==> config.mk <==
export PLATFORM = sky130hd
export DESIGN_NAME = pwm_multich
export DESIGN_NICKNAME = d
export VERILOG_FILES = /design/src/rtl/pwm_multich.sv
export SDC_FILE = /design/constraint.sdc
export NUM_CORES = 1
export LEC_CHECK = 0
export CAP_MARGIN = 40
export CORE_ASPECT_RATIO = 0.7
export CORE_UTILIZATION = 45
export CTS_CLUSTER_DIAMETER = 40
export DETAILED_ROUTE_END_ITERATION = 12
export DONT_BUFFER_PORTS = 1
export GPL_ROUTABILITY_DRIVEN = 0
export PLACE_DENSITY = 0.72
export SLEW_MARGIN = 15
export SYNTH_ARGS = -nofsm -noshare
export SYNTH_HDL_FRONTEND = slang
export SYNTH_SLANG_ARGS = --single-unit
export TNS_END_PERCENT = 50
==> constraint.sdc <==
create_clock -name clk -period 8.11 [get_ports clk]
set_input_delay 1.2165 -clock clk [delete_from_list [all_inputs] [get_ports clk]]
set_output_delay 1.2165 -clock clk [all_outputs]
set_load 0.02 [all_outputs]
==> src/rtl/pwm_multich.sv <==
// Multi-channel PWM generator with a shared prescaler and period counter.
// Timing registers are double-buffered: bus writes land in staging copies, the core runs on active copies.
module pwm_multich #(
    parameter int NUM_CH = 4,
    parameter int CNT_W  = 16
) (
    input  logic              clk,
    input  logic              reset,
    input  logic              chipselect,
    input  logic              write_enable,
    input  logic              read_enable,
    input  logic [7:0]        address,
    input  logic [CNT_W-1:0]  writedata,
    output logic [CNT_W-1:0]  readdata,
    output logic [NUM_CH-1:0] pwm_out,
    output logic              irq
);

    localparam logic [7:0] ADDR_CTRL   = 8'h00;
    localparam logic [7:0] ADDR_DIV    = 8'h01;
    localparam logic [7:0] ADDR_PERIOD = 8'h02;
    localparam logic [7:0] ADDR_STATUS = 8'h03;
    localparam logic [CNT_W-1:0] CNT_ONE = {{(CNT_W-1){1'b0}}, 1'b1};

    logic              wr, rd;
    logic              glb_en, irq_en;
    logic [CNT_W-1:0]  divisor_stg, period_stg;
    logic [CNT_W-1:0]  divisor_act, period_act;
    logic [CNT_W-1:0]  duty_stg [NUM_CH];
    logic [CNT_W-1:0]  duty_act [NUM_CH];
    logic [NUM_CH-1:0] ch_en, ch_pol;
    logic [NUM_CH-1:0] duty_sel, chctrl_sel;
    logic [CNT_W-1:0]  prescale, count;
    logic              period_done;
    logic              update_req, clear_req, status_clr;
    logic              tick, wrap, load;
    logic [CNT_W-1:0]  rd_mux;

    assign wr = chipselect && write_enable;
    assign rd = chipselect && read_enable;

    assign update_req = wr && (address == ADDR_CTRL) && writedata[1];
    assign clear_req  = wr && (address == ADDR_CTRL) && writedata[2];
    assign status_clr = wr && (address == ADDR_STATUS) && writedata[0];

    // A clear pulse suppresses the wrap so it never counts as a finished period
    assign tick = glb_en && (prescale >= divisor_act);
    assign wrap = tick && !clear_req && (count >= period_act);
    assign load = wrap || update_req || !glb_en;

    assign irq = period_done && irq_en;

    always_comb begin
        for (int n = 0; n < NUM_CH; n++) begin
            duty_sel[n]   = (address == 8'(16 + 2 * n));
            chctrl_sel[n] = (address == 8'(17 + 2 * n));
        end
    end

    always_ff @(posedge clk or posedge reset) begin
        if (reset) begin
            glb_en      <= 1'b0;
            irq_en      <= 1'b0;
            divisor_stg <= '0;
            period_stg  <= '0;
            ch_en       <= '0;
            ch_pol      <= '0;
            for (int n = 0; n < NUM_CH; n++) duty_stg[n] <= '0;
        end else if (wr) begin
            case (address)
                ADDR_CTRL: begin
                    glb_en <= writedata[0];
                    irq_en <= writedata[3];
                end
                ADDR_DIV:    divisor_stg <= writedata;
                ADDR_PERIOD: period_stg  <= writedata;
                default: ;
            endcase
            for (int n = 0; n < NUM_CH; n++) begin
                if (duty_sel[n]) duty_stg[n] <= writedata;
                if (chctrl_sel[n]) begin
                    ch_en[n]  <= writedata[0];
                    ch_pol[n] <= writedata[1];
                end
            end
        end
    end

    // Loading from the pre-edge staging value means a write on a load edge waits for the next load
    always_ff @(posedge clk or posedge reset) begin
        if (reset) begin
            divisor_act <= '0;
            period_act  <= '0;
            for (int n = 0; n < NUM_CH; n++) duty_act[n] <= '0;
        end else if (load) begin
            divisor_act <= divisor_stg;
            period_act  <= period_stg;
            for (int n = 0; n < NUM_CH; n++) duty_act[n] <= duty_stg[n];
        end
    end

    always_ff @(posedge clk or posedge reset) begin
        if (reset) begin
            prescale <= '0;
            count    <= '0;
        end else if (!glb_en || clear_req) begin
            prescale <= '0;
            count    <= '0;
        end else if (tick) begin
            prescale <= '0;
            count    <= wrap ? '0 : count + CNT_ONE;
        end else begin
            prescale <= prescale + CNT_ONE;
        end
    end

    always_ff @(posedge clk or posedge reset) begin
        if (reset) begin
            period_done <= 1'b0;
        end else if (wrap) begin
            period_done <= 1'b1;
        end else if (status_clr) begin
            period_done <= 1'b0;
        end
    end

    always_ff @(posedge clk or posedge reset) begin
        if (reset) begin
            pwm_out <= '0;
        end else begin
            for (int n = 0; n < NUM_CH; n++) begin
                if (glb_en && ch_en[n]) pwm_out[n] <= (count < duty_act[n]) ^ ch_pol[n];
                else                    pwm_out[n] <= ch_pol[n];
            end
        end
    end

    always_comb begin
        rd_mux = '0;
        case (address)
            ADDR_CTRL: begin
                rd_mux[0] = glb_en;
                rd_mux[3] = irq_en;
            end
            ADDR_DIV:    rd_mux = divisor_stg;
            ADDR_PERIOD: rd_mux = period_stg;
            ADDR_STATUS: rd_mux[0] = period_done;
            default: ;
        endcase
        for (int n = 0; n < NUM_CH; n++) begin
            if (duty_sel[n])   rd_mux = duty_stg[n];
            if (chctrl_sel[n]) rd_mux = {{(CNT_W-2){1'b0}}, ch_pol[n], ch_en[n]};
        end
    end

    always_ff @(posedge clk or posedge reset) begin
        if (reset) readdata <= '0;
        else       readdata <= rd ? rd_mux : '0;
    end

endmodule

Word level (Yosys, flattened, before mapping)
Cells that the tools add are included.
- memories: 0
- bits in latches: 0
- memory bits (writable): 0
- bits of input ports: 29
- register bits: 255
- output and inout bits: 21
- ROM bits: 0
- $mul: 0
- multiplexer cells: 24
- eq/ne operators: 11
- shift operators: 0
- div/mod/pow operators: 0
- bitwise gates (word level): 4
- $lt $le $gt $ge: 6
- reductions and logical operators: 34
- add/subtract/negate cells: 2
- operators by type and width (kind ; count):
    2-to-1 mux 16 bit ; 14
    == test 8 x 5 -> 1 bit (second input constant) ; 8
    less-than comparator 16 bit ; 4
    adder 16 x 1 -> 16 bit (second input constant) ; 2
    greater-or-equal comparator 16 bit ; 2
    one-hot mux 12 bit (2 select lines) ; 1
    AND reduction 2 bit ; 11
    == test 8 x 2 -> 1 bit (second input constant) ; 2
    logical AND 1 bit ; 15
    == test 8 x 1 -> 1 bit (second input constant) ; 1
    logical NOT 8 bit ; 1
    2-to-1 mux 1 bit ; 6
    one-hot mux 1 bit (4 select lines) ; 1
    one-hot mux 2 bit (2 select lines) ; 1
    nonzero test 2 bit ; 2
    XOR 1 bit ; 4
    logical OR 1 bit ; 3
    one-hot mux 1 bit (3 select lines) ; 1
    logical NOT 1 bit ; 2

Longest topological paths before layout
- depth after elaboration: 11
- depth in mapped cells: 11
- gate-level depth less buffers: 8

Least setup slack after synthesis
OpenSTA, ideal clock, no wires.
- path type: input-to-reg
- start: input address[2]
- end: register duty_act[0] (netlist bit)
- setup slack: 5058 ps
- arrival time: 2924 ps
- cell stages on the path: 8
- setup time: 127 ps
- data required time: 7983 ps
- cell sequence: buf_2 nor3_1 and4_1 nand2_1 a31oi_4 buf_4 buf_6 mux2_1
- cells in the longest elaborated chain, start to end: 8
- elaborated cells between the ends (all ways): 9
- those cells by class: 9 x reduce/logical
- RTL lines (item ; line ; source):
    from (decl) ; 12 ; input logic [7:0] address,
    logical NOT 8 bit * ; 42, 43 ;
    logical AND 1 bit * ; 42, 43 ;
    logical AND 1 bit ; 43 ; assign clear_req = wr && (address == ADDR_CTRL) && writedata[2];
    logical NOT 1 bit ; 48 ; assign wrap = tick && !clear_req && (count >= period_act);
    logical AND 1 bit (2 in a row) ; 48 ;
    logical OR 1 bit * (2 in a row) ; 49 ; assign load = wrap || update_req || !glb_en;
    to (decl) ; 30 ; logic [CNT_W-1:0] duty_act [NUM_CH];
Mark *: on every way between the ends. The rest lies on a longest branch, timed or not.
A chain may end at the register's enable or synchronous reset.

Worst setup path after layout
- start: register count[1]
- end: register period_act[9]
- cells in the longest elaborated chain, start to end: 4
- RTL lines (item ; line ; source):
    from (decl) ; 33 ; logic [CNT_W-1:0] prescale, count;
    from (signal assigned) ; 111 ; count <= wrap ? '0 : count + CNT_ONE;
    greater-or-equal comparator 16 bit ; 48 ;
    logical AND 1 bit ; 48 ;
    logical OR 1 bit (2 in a row) ; 49 ;
    to (signal assigned) ; 97 ; period_act <= period_stg;
    to (decl) ; 28 ; logic [CNT_W-1:0] divisor_act, period_act;
No other way between the ends.

==> flow_metrics.env <==
export IMPL_ys_async_sr_fraction_pct=100
export IMPL_dpl_hpwl_um=23200
export IMPL_synth_top_family_by_area="multiplexers"
export IMPL_ios=50
export IMPL_route_detailed_drc=0
export IMPL_globalRouteOverflowTotal=0
export IMPL_ys_flop_type="dfrtp_1"
export IMPL_rsz0062_at_grt="no"
export IMPL_cts_tree="done"
export IMPL_tightest_slew_ps=799
export IMPL_peakVddDrop_mv=0.213
export IMPL_critical_path_required_ps=8580
export IMPL_coreArea_um2=28000
export IMPL_clock_path_buffers=3
export IMPL_worst_ep_arrival_time_ps=4390
export IMPL_yosys_area_share_simple_pct=8.71
export IMPL_fin_crit_ps=3920
export IMPL_drv_cap=0
export IMPL_end_kind="flip-flop"
export IMPL_synth_compound_area_share_pct=8.24
export IMPL_synth_adder_area_share_pct=9.10
export IMPL_htreeDepth=1
export IMPL_path_class="flip-flop to flip-flop"
export IMPL_area_growth_pct=11.7
export IMPL_antenna_left=0
export IMPL_post_route_util_pct=51.5
export IMPL_grt_usage_pct=23.3
export IMPL_slew_headroom_pct=46.8
export IMPL_syn_nets=1226
export IMPL_grt_pass1_vias=8939
export IMPL_wirelength_um=32800
export IMPL_finalNetCount=1238
export IMPL_drt_iter0_markers=728
export IMPL_cts_resized=0
export IMPL_n_fill_cell=2325
export IMPL_skew_ps=28.1
export IMPL_die_area_um2=29400
export IMPL_status="completed"
export IMPL_grt_pass1_wl_um=52100
export IMPL_syn_area_per_cell_um2=11.7
export IMPL_cp_max_fo=50
export IMPL_cts_buffers=31
export IMPL_synth_warnings=0
export IMPL_seq_area_frac_synth_pct=49.4
export IMPL_setup_tns_final_ps=0
export IMPL_n_antenna_cell=0
export IMPL_die_x_um=205
export IMPL_p_per_area_nw_per_um2=199
export IMPL_rows=51
export IMPL_drt_pass1_iterations=6
export IMPL_synth_xor_area_share_pct=1.22
export IMPL_cts_setup_buffers=0
export IMPL_final_cells=1510
export IMPL_synth_cells=1103
export IMPL_fin_worst_hold_slack_ps=495
export IMPL_grt_antenna_before_repair=1
export IMPL_ys_seq_elements=255
export IMPL_drv_slew=0
export IMPL_multi_input_area_um2=5990
export IMPL_cts_sinks=255
export IMPL_register_area_um2=6380
export IMPL_post_dp_cell_area_um2=13400
export IMPL_wl_per_cell_um=21.7
export IMPL_worst_setup_path_start_kind="flip-flop"
export IMPL_syn_area_um2=12900
export IMPL_clk_pin_slew_ps=70
export IMPL_num_vias=8834
export IMPL_clock_latency_ps=590
export IMPL_fin_ws_ps=4190
export IMPL_fin_crit_sh_pct=48.4
export IMPL_start_util_pct=46.1
export IMPL_final_layout_size_suffix_gt1_share_pct=21.2
export IMPL_grt_start_max_net_pins=152
export IMPL_fmax_mhz=255
export IMPL_vias_per_cell=5.85
export IMPL_power_mw=2.88
export IMPL_synth_cell_types=58
export IMPL_dp_cells=1453
export IMPL_clockRootBuffer="clkbuf_16"
export IMPL_finalSetupViolCount=0
export IMPL_preCtsSetupSlack_ps=3980
export IMPL_synth_edf_count=0
export IMPL_leakagePower_nw=6.82
export IMPL_portBuffers=0
export IMPL_hold_buffers=0
export IMPL_hold_viol_final=0
export IMPL_die_h_um=144
export IMPL_finalInstanceArea_um2=14400
export IMPL_muxShareOfSynthArea_pct=19.0
export IMPL_hp_class="flip-flop to flip-flop"
==> cell usage after synthesis, types with 3 or more instances <==
master | n | area, um^2
dfrtp_1 | 255 | 6380
mux2_2 | 158 | 1780
inv_1 | 96 | 360
ha_1 | 94 | 1180
nor2_1 | 61 | 229
a21oi_1 | 55 | 275
nand2_1 | 48 | 180
mux2_1 | 45 | 507
nand3_1 | 25 | 125
o21ai_0 | 21 | 105
clkbuf_1 | 18 | 67.6
a21o_1 | 17 | 128
mux2i_1 | 17 | 170
nor3_1 | 17 | 85.1
nand4_1 | 15 | 93.8
nor4_1 | 13 | 81.3
a222oi_1 | 12 | 120
buf_2 | 11 | 55.1
xor2_1 | 11 | 96.3
a221o_1 | 9 | 90.1
and3_1 | 7 | 43.8
nand2b_1 | 7 | 43.8
o21a_1 | 7 | 52.6
xnor2_1 | 7 | 61.3
a31oi_1 | 6 | 37.5
nor2b_1 | 6 | 37.5
a211oi_1 | 5 | 37.5
buf_6 | 5 | 56.3
o211ai_1 | 5 | 37.5
a221oi_1 | 4 | 35.0
and2_1 | 4 | 25.0
buf_1 | 3 | 11.3
nor3_2 | 3 | 30.0
o2111ai_1 | 3 | 26.3
or3_1 | 3 | 18.8
==> critical path, stage by stage (launching register included) <==
cell	delay (ps)
dfrtp_1	520
ha_1	250
or4_1	520
a21oi_1	150
o311ai_1	140
a21o_1	340
a31oi_4	210
buf_4	600
buf_4	650
mux2_2	400
==> state kept, by name, indices dropped and copies added, names as in the netlist <==
signal	flops
irq_en	1
period_done	1
glb_en	1
ch_en	4
count	16
readdata	16
duty_stg	64
ch_pol	4
pwm_out	4
period_stg	16
divisor_act	16
divisor_stg	16
period_act	16
prescale	16
duty_act	64
==> power by group <==
group          switching, mW  leakage [nW]  internal (mW)
Combinational         0.0967          2.77         0.0551
Clock                  0.602         0.505          0.799
Sequential            0.0241          3.54           1.30
Total                  0.723          6.82           2.16
==> logic make-up after synthesis <==
logic type | count (synthesis)
compound gates | 157
mux | 220
buf+inv | 135
flops | 255
xor+xnor | 18
simple gates | 224
fa+ha+maj | 94
==> metal layers <==
metal	GRT usage, %	routed length [um]	part of all wire (%)	vias to the layer above
met3	4.81	2740	8.3	53
met2	33.5	14000	43	291
met1	35.2	15300	47	4493
li1	-	-	-	3997
met5	0	0	0	-
met4	6.17	675	2.1	0
==> cells in the final DEF, fill, tap and decap left out, drive strengths merged, types with 12 or more instances in the layout <==
cell | Yosys | layout
a21o | 17 | 17
a21oi | 55 | 55
a222oi | 12 | 12
buf | 21 | 18
clkbuf | 18 | 34
dfrtp | 255 | 255
ha | 94 | 94
inv | 96 | 103
mux2 | 203 | 203
mux2i | 17 | 17
nand2 | 48 | 48
nand3 | 26 | 26
nand4 | 15 | 15
nor2 | 61 | 61
nor3 | 20 | 20
nor4 | 14 | 14
o21ai | 21 | 21
==> layout make-up <==
cell class              count  area share [%]
flip-flops and latches    255            44.2
multi-input cells         713            41.5
clock buffers              34            5.52
well taps                 371            3.22
inverters                  96            2.52
clock inverters            23            1.79
repair buffers             18            1.28
==> path summary, 6_finish.rpt <==
kind,from,to,slack [ps],depth (start not counted)
setup / recovery,count[1],period_act[9],4190,9
hold / removal,duty_act[17],duty_act[17],500,1
setup reg to reg,count[1],period_act[9],4190,9
hold reg to reg,duty_act[17],duty_act[17],500,1
max in group asynchronous,reset,duty_stg[51],6130,3
min in group asynchronous,reset,divisor_stg[11],720,2
No activity file was read; power rests on OpenSTA's default activity.
